==> config.mk <==
export PLATFORM = sky130hd
export DESIGN_NAME = uart_receiver
export DESIGN_NICKNAME = d
export VERILOG_FILES = /design/src/rtl/uart_receiver.sv
export SDC_FILE = /design/constraint.sdc
export NUM_CORES = 1
export LEC_CHECK = 0
export BUFFER_PORTS_ARGS = -buffer_cell sky130_fd_sc_hd__buf_2
export CAP_MARGIN = 30
export CORE_AREA = 5 5 59 48
export CTS_CLUSTER_SIZE = 24
export DETAILED_ROUTE_END_ITERATION = 7
export DIE_AREA = 0 0 64 53
export PLACE_DENSITY = 0.8
export SYNTH_ARGS = -nofsm -noshare
export SYNTH_HDL_FRONTEND = slang
export SYNTH_SLANG_ARGS = --single-unit
export TNS_END_PERCENT = 5
==> constraint.sdc <==
create_clock -name clk -period 1.57 [get_ports clk]
set_input_delay 0.314 -clock clk [delete_from_list [all_inputs] [get_ports clk]]
set_output_delay 0.314 -clock clk [all_outputs]
set_load 0.005 [all_outputs]
==> src/rtl/uart_receiver.sv <==
// rtl/uart_receiver.sv - 8N1 UART receiver with start-glitch rejection and framing-error pulse.
// Optional two-flop input synchronizer enabled by defining UART_RX_SYNC_EN.
module uart_receiver #(
  parameter int ClocksPerBaud = 2
) (
  input  logic       clk,
  input  logic       rst,
  input  logic       rx,
  output logic [7:0] rx_byte_out,
  output logic       rx_byte_valid_out,
  output logic       rx_framing_error_out,
  output logic       rx_busy_out
);

  localparam int H  = ClocksPerBaud / 2;
  localparam int CW = (ClocksPerBaud > 1) ? $clog2(ClocksPerBaud) : 1;
  localparam logic [CW-1:0] HALF_LAST = CW'(H - 1);
  localparam logic [CW-1:0] BAUD_LAST = CW'(ClocksPerBaud - 1);

  typedef enum logic [2:0] {
    IDLE,
    START,
    DATA,
    STOP,
    BRK
  } state_t;

  state_t        state, state_n;
  logic [CW-1:0] cnt, cnt_n;
  logic [2:0]    bit_idx, bit_idx_n;
  logic [7:0]    shift, shift_n;
  logic [7:0]    byte_n;
  logic          valid_n;
  logic          err_n;
  logic          rx_s;

`ifdef UART_RX_SYNC_EN
  logic [1:0] sync;

  always_ff @(posedge clk) begin
    if (rst) begin
      sync <= 2'b11;
    end else begin
      sync <= {sync[0], rx};
    end
  end

  assign rx_s = sync[1];
`else
  assign rx_s = rx;
`endif

  always_ff @(posedge clk) begin
    if (rst) begin
      state                <= IDLE;
      cnt                  <= '0;
      bit_idx              <= '0;
      shift                <= '0;
      rx_byte_out          <= 8'h00;
      rx_byte_valid_out    <= 1'b0;
      rx_framing_error_out <= 1'b0;
    end else begin
      state                <= state_n;
      cnt                  <= cnt_n;
      bit_idx              <= bit_idx_n;
      shift                <= shift_n;
      rx_byte_out          <= byte_n;
      rx_byte_valid_out    <= valid_n;
      rx_framing_error_out <= err_n;
    end
  end

  always_comb begin
    state_n   = state;
    cnt_n     = cnt;
    bit_idx_n = bit_idx;
    shift_n   = shift;
    byte_n    = rx_byte_out;
    valid_n   = 1'b0;
    err_n     = 1'b0;
    case (state)
      IDLE: begin
        if (!rx_s) begin
          state_n = START;
          cnt_n   = '0;
        end
      end
      START: begin
        // Mid-start-bit check: a line already back high was only a glitch.
        if (cnt == HALF_LAST) begin
          if (rx_s) begin
            state_n = IDLE;
          end else begin
            state_n   = DATA;
            cnt_n     = '0;
            bit_idx_n = '0;
          end
        end else begin
          cnt_n = cnt + CW'(1);
        end
      end
      DATA: begin
        if (cnt == BAUD_LAST) begin
          shift_n   = {rx_s, shift[7:1]};
          cnt_n     = '0;
          bit_idx_n = bit_idx + 3'd1;
          if (bit_idx == 3'd7) begin
            state_n = STOP;
          end
        end else begin
          cnt_n = cnt + CW'(1);
        end
      end
      STOP: begin
        // Leave at mid-stop-bit so a back-to-back start edge is caught at once.
        if (cnt == BAUD_LAST) begin
          cnt_n = '0;
          if (rx_s) begin
            byte_n  = shift;
            valid_n = 1'b1;
            state_n = IDLE;
          end else begin
            err_n   = 1'b1;
            state_n = BRK;
          end
        end else begin
          cnt_n = cnt + CW'(1);
        end
      end
      BRK: begin
        if (rx_s) begin
          state_n = IDLE;
        end
      end
      default: state_n = IDLE;
    endcase
  end

  assign rx_busy_out = (state != IDLE);

endmodule

==> results of run 1 <==
## layout make-up
class | instances | area (µm²) | area share
flip-flops and latches | 25 | 501.7 | 0.4230
well taps | 25 | 31.28 | 0.02637
multi-input cells | 73 | 539.3 | 0.4546
clock buffers | 4 | 26.28 | 0.02215
inverters | 2 | 7.507 | 0.006329
repair buffers | 15 | 80.08 | 0.06751
## worst paths after layout
kind | endpoint | depth (start not counted)
setup / recovery | rx_busy_out | 3
hold / removal | state[2] | 3
setup reg to reg | bit_idx[0] | 3
hold reg to reg | rx_byte_out[7] | 2
## cell families (layout without fill, tap and decap cells)
logic type      Yosys count  count (layout)  share of synthesized area
xor+xnor                  1               1                   0.007719
compound gates           21              21                     0.1389
flops                    25              25                     0.4410
fa+ha+maj                 2               2                    0.02205
simple gates             41              41                     0.2359
mux                       8               8                    0.07057
buf+inv                  12              21                    0.08379
## metal layers
metal  vias up  track usage
li1        413            -
met1       376       0.1540
met2        10       0.1990
met3         2      0.04883
met4         0      0.04844
met5         -            0
## placed cells by master, fill, tap and decap left out, drive strengths merged
master	instances
a2111oi	1
a211o	1
a211oi	1
a21oi	6
a22oi	2
a311oi	2
and2	1
and4b	1
and4bb	1
buf	15
clkbuf	4
dfxtp	25
ha	2
inv	2
mux2i	8
nand2	3
nand2b	8
nand3	2
nand3b	1
nand4b	8
nor2	11
nor2b	1
nor3	1
nor4	1
o21ai	8
or2b	1
or4b	1
xnor2	1
## synthesized netlist by cell type, drive strengths merged
library cell	instances
inv	2
a21oi	6
and4b	1
nand4b	8
nand3	2
or4b	1
clkbuf	4
a311oi	2
xnor2	1
a2111oi	1
buf	6
a22oi	2
o21ai	8
dfxtp	25
nand2	3
and2	1
nor3	1
a211o	1
a211oi	1
or2b	1
nor2	11
nand2b	8
and4bb	1
nor2b	1
ha	2
nor4	1
nand3b	1
mux2i	8
## flip-flops by register name, indices dropped and copies added, names as in the netlist
name                  cells
cnt                       1
rx_byte_out               8
state                     3
shift                     8
rx_framing_error_out      1
rx_byte_valid_out         1
bit_idx                   3
## power by group through the flow
stage	combinational [mW]	sequential [mW]	clock, mW
2_1_floorplan	0.0650	0.662	0
3_3_place_gp	0.0648	0.671	0
3_5_place_dp	0.0659	0.672	0
4_1_cts	0.0663	0.658	0.291
5_1_grt	0.0730	0.661	0.318
6_report	0.0660	0.658	0.275
## critical path: stages (launching register included)
cell and delay (ns):
dfxtp_1 0.55, nor2_1 0.12, nand2_1 0.08, buf_2 0.10
## repair_timing
item,in CTS,in global routing
resized for setup,0,1
setup endpoints to repair,0,1
endpoints found under the hold margin,0,0
==> results.ini, run 1 <==
[synth]
synth.top_cell.area_share = 0.4410
synth_nets = 115
yosysWarnings = 0
synth_area_leader_cell = dfxtp_1
syn_avg_cell_area_um2 = 10.32
synth_seq_cells = 25
synth_area_leaders = dfxtp_1, mux2i_1, nand4b_1
ys_seq_area_frac = 0.4410
synth_cell_types = 30
synthCells = 110
synth.cell_area_um2 = 1135

[cts]
cts_tree = done
root_buffer = clkbuf_4
clockBufferDepth = 2
cts_buffers = 3
path_clk_slew_ns = 0.12
cts_hold_buf = 0
cts_setup_buffers = 0
cts_max_level = 1
worstSkewPairLatency_ns = 0.31
cts_sinks = 25

[timing]
finalSetupTns_ns = 0
slew-limit-headroom = 0.6586
slew_viol_final = 0
final_hold_viol_count = 0
setup_viol = 0
rsz0062_at_grt = no
clock.fmax_ghz = 0.6765
finClkSkew_ns = 0.005261
fin_ws_ns = 0.09180
fin_crit_sh = 0.9415
fin_crit_ns = 1.478
whs_ns = 0.3866
worstMarginPinSlew_ns = 0.5121

[worst_hold_path]
worstHoldStart = rx
min_path_type = in -> reg

[placed_design]
dpl_cell_area_um2 = 1159
place.gp.congestion = 0.7785
hpwl_um = 1359
dp_cells = 140
dp_slack_ns = 0.1374
portBuffers = 13

[route]
dr_wl_met2_um = 894
m1WireLength_um = 909
dr.pass1.iters = 4
drt-initial-drc-count = 55
route.detailed.drc = 0
vias = 801
top_layer = met4
wl_per_cell_um = 13.29
route.met3.wl_um = 93
ant_nets = 0
wl_um = 1914
vias_per_cell = 5.563

[global_route]
grt_overflow = 0
grt_pass1_wl_um = 3332
grt_pass1_vias = 742
grt_util_all_layers = 0.1259
antenna_found_initial = 0
grt_max_degree = 34

[worst_setup_path]
worst_ep_required_time_ns = 1.26
cp_data_arrival_time_ns = 1.16
crit_fanout = 11
timing.rr.start = state[1]
crit_path_start_kind = flip-flop
reg2reg_slack_ns = 0.11
cp-startpoint = state[1]
critPathKind = reg -> out
end_kind = primary output

[cells_and_area]
final_util = 0.5402
instances_no_fill = 144
syn_to_final_growth_pct = 4.521
design_area_um2 = 1186
drive_gt1_frac = 0.2605
final_nets = 125
nFillCells = 209
n_antenna_cell = 0

[power]
internal-power_mw = 0.7731
power.total_mw = 0.9994
clock_power_share = 0.275
irDropWorstVdd_uv = 670.8
p_per_area_nw_per_um2 = 842.6
p_leak_nw = 0.4464
switchingPower_mw = 0.2263
p_comb_frac = 0.066
seqPwrFrac = 0.659
p_sw_frac = 0.2264

[floorplanning]
core_area_um2 = 2196
start_util = 0.5168
dieArea_um2 = 3392
chipWidth_um = 64
die-height_um = 53
io_pins = 14
num_rows = 15

[run]
maxCapViolations = 0

[run_status]
status = finished clean

(Power assumes the default switching activity.)
==> inputs of run 2 (changes only) <==
==> constraint.sdc (replaced) <==
create_clock -name clk -period 1.57 [get_ports clk]
set_input_delay 0.157 -clock clk [delete_from_list [all_inputs] [get_ports clk]]
set_output_delay 0.157 -clock clk [all_outputs]
set_load 0.005 [all_outputs]
==> run 2 against run 1 <==
Compared with the run above:
- critical path depth unchanged
- count of clock-buffer cells in the layout decreased by 1
- die area unchanged
- clock skew increased by 0.013 ns
- sequential cell count unchanged
- core utilization increased by 0.46 points
- final area increased by 0.84%
- critical path type is now reg -> reg
- critical endpoint is now shift[2]
- largest power group unchanged
==> results.ini, run 2 (synthesis results as in run 1) <==
[global_route]
antenna_found_initial = 0  ; unchanged
grt_pass1_vias = 762  ; +2.7%
grt_util_all_layers = 0.1255  ; -0.0003988
grt_max_degree = 34  ; unchanged
grt_pass1_wl_um = 3291  ; -1.2%
grt_overflow = 0  ; unchanged

[worst_setup_path]
max_stage_delay_ns = 0.53  ; -0.02 ns
reg2reg_slack_ns = 0.12  ; about the same
path_cells = and4bb_2 > mux2i_1 > nor2_1
crit_fanout = 11  ; unchanged
cp_data_arrival_time_ns = 1.65  ; +0.49 ns
crit_path_start_kind = flip-flop
r2r_end = shift[2]
cpMaxStageDelayCell = dfxtp_1
worst_ep_required_time_ns = 1.77  ; +0.51 ns
timing.rr.start = cnt
reg2regPathDepth = 3  ; unchanged
end_kind = flip-flop
path_delay_family = simple AND/OR/NAND/NOR gates
critPathKind = reg -> reg
cp_num_buf_inv = 0  ; -1

[placed_design]
hpwl_um = 1351  ; -0.59%
dp_cells = 141  ; +0.71%
portBuffers = 13  ; unchanged
place.gp.congestion = 0.7644  ; -1.8%
dp_slack_ns = 0.1657  ; +0.02836 ns

[timing]
finClkSkew_ns = 0.01805  ; +0.01279 ns
worstMarginPinSlew_ns = 0.5030  ; -0.009113 ns
finalSetupTns_ns = 0  ; unchanged
final_hold_viol_count = 0  ; unchanged
fin_crit_ns = 1.452  ; -0.02627 ns
slew_viol_final = 0  ; unchanged
setup_viol = 0  ; unchanged
slew-limit-headroom = 0.6647  ; +0.006076
clock.fmax_ghz = 0.6887  ; +1.8%
fin_ws_ns = 0.1181  ; +0.02627 ns
rsz0062_at_grt = no
fin_crit_sh = 0.9248  ; -0.01674

[cells_and_area]
final_nets = 126  ; +0.80%
final_util = 0.5447  ; +0.004558
n_antenna_cell = 0  ; unchanged
reg_top3 = rx_byte_out: 8 flops, shift: 8 flops
layout_common_cells = dfxtp_1, buf_2, nor2_1
final_common_cell = dfxtp_1
drive_gt1_frac = 0.2667  ; +0.006162
syn_to_final_growth_pct = 5.403
instances_no_fill = 145  ; +0.69%

[floorplanning]
num_rows = 15  ; unchanged
dieArea_um2 = 3392  ; unchanged
die-height_um = 53  ; unchanged
core_area_um2 = 2196  ; unchanged
chipWidth_um = 64  ; unchanged
start_util = 0.5168  ; unchanged
io_pins = 14  ; unchanged

[worst_hold_path]
worstHoldStart = rx
min_path_type = in -> reg
hold-path-endpoint = state[2]
hold_path_depth = 3  ; unchanged

[route]
vias_per_cell = 5.779  ; +3.9%
route.detailed.drc = 0  ; unchanged
wl_um = 1944  ; +1.6%
ant_nets = 0  ; unchanged
dr.pass1.iters = 4  ; unchanged
wl_per_cell_um = 13.41  ; +0.87%
vias = 838  ; +4.6%
drt-initial-drc-count = 54  ; -1.8%

[power]
clock_power_share = 0.292  ; +0.017
p_sw_frac = 0.2483  ; +0.02189
irDropWorstVdd_uv = 695.9  ; +3.7%
internal-power_mw = 0.7744  ; +0.17%
p_per_area_nw_per_um2 = 861.3  ; +2.2%
p_comb_frac = 0.071  ; +0.005
switchingPower_mw = 0.2558  ; +13%
p_leak_nw = 0.4502  ; +0.85%
seqPwrFrac = 0.637  ; -0.022
power.total_mw = 1.030  ; +3.1%

[run_status]
status = finished clean

[cts]
worstSkewPairLatency_ns = 0.33  ; +0.02 ns
clockBufferDepth = 2  ; unchanged
cts_sinks = 25  ; unchanged
root_buffer = clkbuf_4
cts_tree = done
cts_buffers = 3  ; unchanged
path_clk_slew_ns = 0.15  ; +0.03 ns
cts_setup_buffers = 0  ; unchanged
cts_hold_buf = 0  ; unchanged
cts_max_level = 1  ; unchanged
ctsResizeCount = 0  ; unchanged

[run]
maxCapViolations = 0  ; unchanged

==> run 2: cell types whose count changed in the layout (fill, tap and decap cells not counted), sizes merged <==
cell and delta:
buf +1, clkinvlp +1, clkbuf -1
==> run 2: routing by layer <==
layer,track usage,vias to the layer above,share of wire
met5,0,-,0
met1,0.1350,409,0.46
met3,0.05732,5,0.050
li1,-,414,-
met2,0.2140,10,0.48
met4,0.05190,0,0.015
==> run 2: metrics by stage <==
stage,hold WS (ns),area (µm²)
global placement,0.4607,1166
CTS,0.1881,1196
floorplan,0.3205,1135
detailed placement,0.4626,1166
global route,0.1895,1196
finish,0.2015,1196
==> run 2: worst reg2reg max path, cell delays in order, from the launching register on <==
cell and delay [ns]:
dfxtp_1 0.53, and4bb_2 0.50, mux2i_1 0.23, nor2_1 0.06
==> run 2: how the worst max path moves through the flow <==
stage                     from                 to  slack (ns)  cells after the start
after global placement     cnt           shift[0]        0.21                      3
final                      cnt           shift[2]        0.12                      3
after global routing       cnt           shift[2]        0.03                      3
after detailed placement   cnt           shift[6]        0.17                      3
after floorplan            cnt  rx_byte_valid_out        0.31                      6
after CTS                  cnt           shift[2]        0.13                      3
==> run 2: power by group through the flow <==
stage | combinational (mW) | clock [mW] | sequential [mW]
floorplan | 0.0650 | 0 | 0.662
global placement | 0.0703 | 0 | 0.669
detailed placement | 0.0723 | 0 | 0.670
CTS | 0.0728 | 0.312 | 0.656
global route | 0.0784 | 0.338 | 0.658
finish | 0.0728 | 0.301 | 0.657
==> run 2: area by class of cell <==
| type | count | area, µm² |
|---|---|---|
| flip-flops and latches | 25 | 500.5 |
| repair buffers | 16 | 87.58 |
| well taps | 25 | 31.28 |
| clock inverters | 1 | 7.507 |
| multi-input cells | 73 | 539.3 |
| inverters | 2 | 7.507 |
| fillers | 191 | 999.7 |
| clock buffers | 3 | 22.52 |
==> inputs of run 3 (changes only) <==
Settings changed: CORE_AREA 5 5 59 48 to 5 5 55 67, DIE_AREA 0 0 64 53 to 0 0 60 72, PLACE_DENSITY 0.8 to 0.64.
==> run 3 against run 2 <==
Compared with the run above:
- register-to-register slack about the same
- clock power down 7.0%
- clock skew down 0.0086 ns
- setup slack better by 0.0072 ns
- sequential power about the same
- core utilization down 14 points
- sequential share of layout area down 0.087 points
- non-clock buffer count down 1
- final area up 0.21%
- highest routed layer unchanged
==> results.ini, run 3 (synthesis results as in run 1) <==
[run]
maxCapViolations = 0  ; unchanged

[run_status]
status = finished clean

[route]
drt-initial-drc-count = 27  ; -50%
ant_nets = 0  ; unchanged
vias_per_cell = 5.135  ; -11%
route.detailed.drc = 0  ; unchanged
dr.pass1.iters = 4  ; unchanged
vias = 796  ; -5.0%
wl_per_cell_um = 12.34  ; -7.9%
wl_um = 1913  ; -1.6%

[cts]
cts_setup_buffers = 0  ; unchanged
cts_buffers = 3  ; unchanged
worstSkewPairLatency_ns = 0.32  ; about the same
ctsResizeCount = 0  ; unchanged
cts_tree = done
root_buffer = clkbuf_4
cts_max_level = 1  ; unchanged
cts_hold_buf = 0  ; unchanged
cts_sinks = 25  ; unchanged
path_clk_slew_ns = 0.12  ; -0.03 ns
clockBufferDepth = 2  ; unchanged

[power]
power.total_mw = 1.005  ; -2.4%
p_leak_nw = 0.4464  ; -0.84%
irDropWorstVdd_uv = 314.4  ; -55%
p_per_area_nw_per_um2 = 838.8  ; -2.6%

[cells_and_area]
syn_to_final_growth_pct = 5.623
reg_top3 = rx_byte_out: 8 flops, shift: 8 flops
final_nets = 125  ; -0.79%
drive_gt1_frac = 0.2521  ; -0.01457
n_antenna_cell = 0  ; unchanged
layout_common_cells = dfxtp_1, buf_2, nor2_1
final_util = 0.4032  ; -0.1415
final_common_cell = dfxtp_1
instances_no_fill = 155  ; +6.9%

[floorplanning]
io_pins = 14  ; unchanged
core_area_um2 = 2973  ; +35%
dieArea_um2 = 4320  ; +27%
die-height_um = 72  ; +36%
chipWidth_um = 60  ; -6.3%
num_rows = 22  ; +7
start_util = 0.3817  ; -0.1351

[timing]
fin_crit_sh = 0.9202  ; -0.004560
slew-limit-headroom = 0.6753  ; +0.01069
fin_crit_ns = 1.445  ; -0.007159 ns
worstMarginPinSlew_ns = 0.4870  ; -0.01603 ns
finClkSkew_ns = 0.009469  ; -0.008582 ns
final_hold_viol_count = 0  ; unchanged
setup_viol = 0  ; unchanged
slew_viol_final = 0  ; unchanged
clock.fmax_ghz = 0.6922  ; +0.50%
finalSetupTns_ns = 0  ; unchanged
rsz0062_at_grt = no

[placed_design]
portBuffers = 13  ; unchanged
hpwl_um = 1284  ; -5.0%
place.gp.congestion = 0.7726  ; +1.1%
dp_cells = 151  ; +7.1%

[worst_hold_path]
min_path_type = in -> reg
hold_path_depth = 2  ; -1

[global_route]
grt_overflow = 0  ; unchanged
grt_pass1_wl_um = 3036  ; -7.7%
antenna_found_initial = 0  ; unchanged
grt_pass1_vias = 698  ; -8.4%
grt_util_all_layers = 0.09234  ; -0.03312
grt_max_degree = 34  ; unchanged

[worst_setup_path]
worst_ep_required_time_ns = 1.77  ; about the same
reg2regPathDepth = 3  ; unchanged
cp_data_arrival_time_ns = 1.64  ; about the same
critPathKind = reg -> reg
crit_path_start_kind = flip-flop
crit_fanout = 11  ; unchanged
cpMaxStageDelayCell = dfxtp_1
path_cells = and4bb_2 > mux2i_1 > nor2_1
end_kind = flip-flop
max_stage_delay_ns = 0.52  ; about the same

-- run 3: final timing paths --
kind	start	end	slack, ns
worst min register to register	rx_byte_out[6]	rx_byte_out[6]	0.48
worst max-delay path	cnt	shift[5]	0.13
worst min-delay path	rx	state[2]	0.22
worst max register to register	cnt	shift[5]	0.13
-- run 3: area by class of cell --
class                      count  area, µm²
tap                           36      45.04
multi-input combinational     73      539.3
timing repair buffer          15      80.08
inverter                       2      7.507
sequential                    25      500.5
fill                         297       1774
clock buffer                   4      26.28
-- run 3: stage by stage --
| step | instance area (µm²) | hold WS (ns) | setup slack, ns |
|---|---|---|---|
| 2_1_floorplan | 1135 | 0.3205 | 0.3097 |
| 3_3_place_gp | 1172 | 0.4609 | 0.2084 |
| 3_5_place_dp | 1172 | 0.4671 | 0.1504 |
| 4_1_cts | 1199 | 0.1981 | 0.1201 |
| 5_1_grt | 1199 | 0.2165 | 0.02133 |
| 6_report | 1199 | 0.2208 | 0.1252 |
-- run 3: routing by layer --
layer	vias up	wire length, µm	global-route usage
met1	369	920	0.1156
li1	408	-	-
met4	0	52	0.07882
met5	-	0	0
met2	15	868	0.1370
met3	4	72	0.01068
-- run 3: report_power, final --
group | leakage, nW | switching (mW) | internal, mW
clock | 0.0150 | 0.181 | 0.0995
sequential | 0.202 | 0.0149 | 0.642
combinational | 0.230 | 0.0353 | 0.0327
total | 0.446 | 0.231 | 0.774
-- run 3: critical path, delay by kind of cell, from the launching register on --
kind          cells  cell delay [ns]
simple gates      2             0.56
flops             1             0.52
mux               1             0.24
